[src/rtl/vote_tally_result.sv]
// Vote tally: extends the 3-bit wrapping vote counters into saturating totals and decides the poll result.
// Optional define MARGIN_OUT_EN adds the |total1-total2| margin output.
module vote_tally_result #(
  parameter int unsigned TOT_W = 8
) (
  input  logic             clk,
  input  logic             rst,
  input  logic [2:0]       ctr1,
  input  logic [2:0]       ctr2,
  input  logic [2:0]       ctr3,
  input  logic             open_poll,
  input  logic             close_poll,
  input  logic             res_ready,
  output logic [TOT_W-1:0] total1,
  output logic [TOT_W-1:0] total2,
  output logic [TOT_W-1:0] total3,
  output logic [1:0]       winner,
  output logic             tie,
  output logic             res_valid,
  output logic             poll_open,
  output logic             sat_flag
`ifdef MARGIN_OUT_EN
  ,
  output logic [TOT_W-1:0] margin
`endif
);

  localparam int unsigned SUM_W = TOT_W + 1;
  localparam logic [SUM_W-1:0] SAT_MAX = SUM_W'((1 << TOT_W) - 1);

  localparam logic [2:0] S_IDLE   = 3'd0;
  localparam logic [2:0] S_OPEN   = 3'd1;
  localparam logic [2:0] S_DECIDE = 3'd2;
  localparam logic [2:0] S_RESULT = 3'd3;
  localparam logic [2:0] S_LOCKED = 3'd4;

  logic [2:0]       r_state;
  logic [2:0]       w_state_nxt;
  logic             w_open_ok;

  logic [2:0]       w_ctr      [0:2];
  logic [2:0]       r_prev     [0:2];
  logic [2:0]       w_delta    [0:2];
  logic [SUM_W-1:0] w_sum      [0:2];
  logic             w_hit      [0:2];
  logic [TOT_W-1:0] w_total_nx [0:2];
  logic [TOT_W-1:0] r_total    [0:2];

  logic [1:0]       r_winner;
  logic             r_tie;
  logic             r_res_valid;
  logic             r_poll_open;
  logic             r_sat_flag;
  logic             w_any_hit;

  assign w_ctr[0] = ctr1;
  assign w_ctr[1] = ctr2;
  assign w_ctr[2] = ctr3;

  // open_poll is honoured everywhere except the single DECIDE cycle
  assign w_open_ok = open_poll && (r_state != S_DECIDE);

  always_ff @(posedge clk or posedge rst) begin
    if (rst) r_state <= S_IDLE;
    else     r_state <= w_state_nxt;
  end

  always_comb begin
    w_state_nxt = r_state;
    if (w_open_ok) begin
      w_state_nxt = S_OPEN;
    end else begin
      case (r_state)
        S_IDLE:   w_state_nxt = S_IDLE;
        S_OPEN:   if (close_poll) w_state_nxt = S_DECIDE;
        S_DECIDE: w_state_nxt = S_RESULT;
        S_RESULT: if (r_res_valid && res_ready) w_state_nxt = S_LOCKED;
        S_LOCKED: w_state_nxt = S_LOCKED;
        default:  w_state_nxt = S_IDLE;
      endcase
    end
  end

  // Modulo-8 delta since last cycle, added with saturation
  always_comb begin
    for (int k = 0; k < 3; k++) begin
      w_delta[k]    = w_ctr[k] - r_prev[k];
      w_sum[k]      = {1'b0, r_total[k]} + SUM_W'(w_delta[k]);
      w_hit[k]      = (w_sum[k] >= SAT_MAX);
      w_total_nx[k] = w_hit[k] ? TOT_W'(SAT_MAX) : w_sum[k][TOT_W-1:0];
    end
  end

  assign w_any_hit = w_hit[0] | w_hit[1] | w_hit[2];

`ifdef MARGIN_OUT_EN
  logic [TOT_W-1:0] r_margin;
`endif

  always_ff @(posedge clk or posedge rst) begin
    if (rst) begin
      for (int k = 0; k < 3; k++) begin
        r_prev[k]  <= 3'd0;
        r_total[k] <= '0;
      end
      r_winner    <= 2'd0;
      r_tie       <= 1'b0;
      r_res_valid <= 1'b0;
      r_poll_open <= 1'b0;
      r_sat_flag  <= 1'b0;
`ifdef MARGIN_OUT_EN
      r_margin    <= '0;
`endif
    end else begin
      for (int k = 0; k < 3; k++) r_prev[k] <= w_ctr[k];
      r_poll_open <= (w_state_nxt == S_OPEN);
      r_res_valid <= (w_state_nxt == S_RESULT);
      if (w_open_ok) begin
        for (int k = 0; k < 3; k++) r_total[k] <= '0;
        r_sat_flag <= 1'b0;
        r_winner   <= 2'd0;
        r_tie      <= 1'b0;
`ifdef MARGIN_OUT_EN
        r_margin   <= '0;
`endif
      end else if (r_state == S_OPEN) begin
        for (int k = 0; k < 3; k++) r_total[k] <= w_total_nx[k];
        if (w_any_hit) r_sat_flag <= 1'b1;
      end else if (r_state == S_DECIDE) begin
        if (r_total[0] > r_total[1])      r_winner <= 2'd1;
        else if (r_total[1] > r_total[0]) r_winner <= 2'd2;
        else                              r_winner <= 2'd0;
        r_tie <= (r_total[0] == r_total[1]);
`ifdef MARGIN_OUT_EN
        r_margin <= (r_total[0] > r_total[1]) ? (r_total[0] - r_total[1])
                                              : (r_total[1] - r_total[0]);
`endif
      end
    end
  end

  assign total1    = r_total[0];
  assign total2    = r_total[1];
  assign total3    = r_total[2];
  assign winner    = r_winner;
  assign tie       = r_tie;
  assign res_valid = r_res_valid;
  assign poll_open = r_poll_open;
  assign sat_flag  = r_sat_flag;
`ifdef MARGIN_OUT_EN
  assign margin    = r_margin;
`endif

endmodule

[config.mk]
export PLATFORM = sky130hd
export DESIGN_NAME = vote_tally_result
export DESIGN_NICKNAME = d
export VERILOG_FILES = /design/src/rtl/vote_tally_result.sv
export SDC_FILE = /design/constraint.sdc
export NUM_CORES = 1
export LEC_CHECK = 0
export BUFFER_PORTS_ARGS = -buffer_cell sky130_fd_sc_hd__buf_2
export CORE_MARGIN = 3
export CORE_UTILIZATION = 45
export CTS_BUF_LIST = sky130_fd_sc_hd__clkbuf_4
export DETAILED_ROUTE_END_ITERATION = 10
export HOLD_SLACK_MARGIN = 0.12
export MAX_ROUTING_LAYER = met4
export PLACE_DENSITY = 0.66
export SKIP_LAST_GASP = 1
export SYNTH_ARGS = -nofsm -noshare
export SYNTH_HDL_FRONTEND = slang
export SYNTH_SLANG_ARGS = --single-unit
[constraint.sdc]
create_clock -name clk -period 7.45 [get_ports clk]
set_input_delay 0 -clock clk [delete_from_list [all_inputs] [get_ports clk]]
set_output_delay 0 -clock clk [all_outputs]
set_load 0.05 [all_outputs]
==> run metrics <==
number of hold violations in the final report=0; crit path DAT=2.95 ns; initial core utilization=47.6%; Critical Path Start Type=flop; Die Height=83.5 um; gpl congestion=0.791; Via density=5.44; status=finished, final reports clean; Setup TNS Final=0 ns; Worst-Skew Late Latency=0.36 ns; GRT overflow=0; Reg area=0.00105 mm^2; Sink Count=42; Hold Startpoint=close_poll; Fmax=376 MHz; reg-to-reg critical path endpoint=total2[6]; Post-Syn Instances=286; Async SR Flop Fraction=100%; relative slew slack=23.2%; sequential fraction of the synthesis area=38.9%; first-pass GRT wire length=9770 um; initial antenna violation count=0; Final min period=2.66 ns; WHS Endpoint=r_state[1]; Syn Std Cell Area=0.00270 mm^2; die width=83.5 um; Worst-Margin Slew=1.15 ns; max-slew violations=0; Num CTS Buffers=5; total global-route track usage=17.5%; Power Density=320 mW/mm^2; post-route ant nets=0; WL per Instance=13.8 um; hold depth=4; WS Path Type=flop to flop; die area=0.00697 mm^2; Reg2Reg Depth=10; CTS H-tree lvls=2; Root Driver=clkbuf_4; Worst EP required=7.74 ns; Pleak=1.52 nW; r2r setup slk=4.79 ns; worst r2r src=r_prev[3]; Layout area overhead=16.4%; fin crit share=35.7%; total number of vias=2,264; ys flop type=dfrtp_1; 1st-iter DRT viols=115; CTS tree=built; Netlist cell types=52; post-cts sizing count=0; fin nets=383; max-cap violation count=0; post-synthesis register bit count=42; DPL Wire Length=4320 um; Hold WS=0.135 ns; routed wire length=5750 um; Yosys Warn Count=0; Syn Nets=326; clk slew on worst S/H paths=0.12 ns; commonest non-fill, non-tap cell in the layout=buf_2; layout cell share with drive strength beyond 1=19.5%; Pre-antenna DRT Iters=4; setup violators final=0; total core area=0.00568 mm^2; Clock Tree Buf Depth=2; Port Buffers=43; RSZ-0062 raised after global routing=false; worst hold path class=input pin to flop; Setup crit end kind=flop; fill cell count=550; Final Skew=0.0114 ns; crit-path max FO=6; DRC errors left=0; vias in the first global route=2,091; num ports=44; syn_area_per_cell=9.45 um^2; area occupied by multi-input gates=0.00150 mm^2; largest net degree at the start of global routing=43; # rows=27; Max IR drop VDD=0.183 mV; n_diodes=0; most frequent cells in the layout=buf_2, dfrtp_1, o21ai_0; Post-synth EDFFs=0
## worst max-delay path, stage by stage, from the launching register on
cell and delay [ns]:
dfrtp_1 0.39, ha_1 0.17, inv_1 0.06, fa_1 0.45, fa_1 0.46, a21oi_2 0.31, xnor2_1 0.15, a31oi_1 0.10
o21ai_0 0.26, o21ai_0 0.14, nand2_1 0.11
## worst max-delay path by stage
stage,start,to,cells past startpoint
finish,r_prev[3],total2[6],10
global route,r_prev[3],total2[6],10
CTS,r_prev[3],total2[6],10
detailed placement,r_prev[3],total2[6],10
global placement,r_prev[3],total2[6],10
floorplan,r_prev[3],sat_flag,10
## kinds of logic (layout without fill, tap and decap cells)
| family | Yosys count | after routing | synth area share (%) |
|---|---|---|---|
| simple gates | 91 | 91 | 19.1 |
| buf+inv | 33 | 91 | 5.60 |
| xor+xnor | 10 | 10 | 3.24 |
| compound gates | 82 | 82 | 18.7 |
| flops | 42 | 42 | 38.9 |
| mux | 2 | 2 | 0.787 |
| fa+ha+maj | 26 | 26 | 13.7 |
## layer usage
layer	up-vias	global-route usage, %	part of all wire (%)
met3	5	2.76	3.6
met2	45	27.3	47
li1	1121	-	-
met5	-	-	0
met1	1093	23.1	48
met4	0	6.43	0.99
## Yosys cell counts, drive strengths merged (3+ instances only)
master  number  area [um^2]
xnor2        5         43.8
nand4        5         31.3
fa           6          120
nand3        5         25.0
inv         26         97.6
buf          7         53.8
a21oi       20          104
nand2       26          100
ha          20          250
and3         5         31.3
o21ai       40          219
xor2         5         43.8
nor3         8         40.0
a31oi        3         18.8
a22o         3         26.3
nor2        19         73.8
dfrtp       42         1050
nand3b       4         42.5
and2         3         21.3
nor2b        4         25.0
nand2b       5         33.8
## flip-flops by register name, indices dropped and copies added (netlist names)
| register | count |
|---|---|
| poll_open | 1 |
| r_prev | 9 |
| total1 | 8 |
| total3 | 8 |
| sat_flag | 1 |
| r_state | 3 |
| tie | 1 |
| winner | 2 |
| total2 | 8 |
| res_valid | 1 |
## report_power, final
part	total, mW	switching [mW]	internal, mW
sequential	0.331	0.0579	0.273
clock	0.112	0.0764	0.0352
combinational	0.564	0.375	0.190
## timing repair
item,CTS,global route
hold endpoints to repair,58,0
buffers inserted,0,0
hold buffers,13,0
## per-stage QoR
step / cells / setup WS, ns / instance area, um^2 / power [mW] / util, %
5_1_grt: 416 / 4.51 / 3150 / 1.09 / 55.4
3_5_place_dp: 395 / 4.80 / 2960 / 0.896 / 52.2
2_1_floorplan: 286 / 5.05 / 2700 / 0.783 / -
4_1_cts: 416 / 4.76 / 3150 / 1.02 / 55.4
6_report: 416 / 4.79 / 3150 / 1.01 / 55.4
3_3_place_gp: 395 / 4.81 / 2960 / 0.888 / 52.2
## cell type report
class | count | share of cell area (%)
clock buffers | 5 | 1.19
inverters | 26 | 3.10
multi-input cells | 211 | 47.7
clock inverters | 3 | 0.517
repair buffers | 57 | 11.2
well taps | 72 | 2.86
flip-flops and latches | 42 | 33.4
Power figures use the tool's default switching activity.
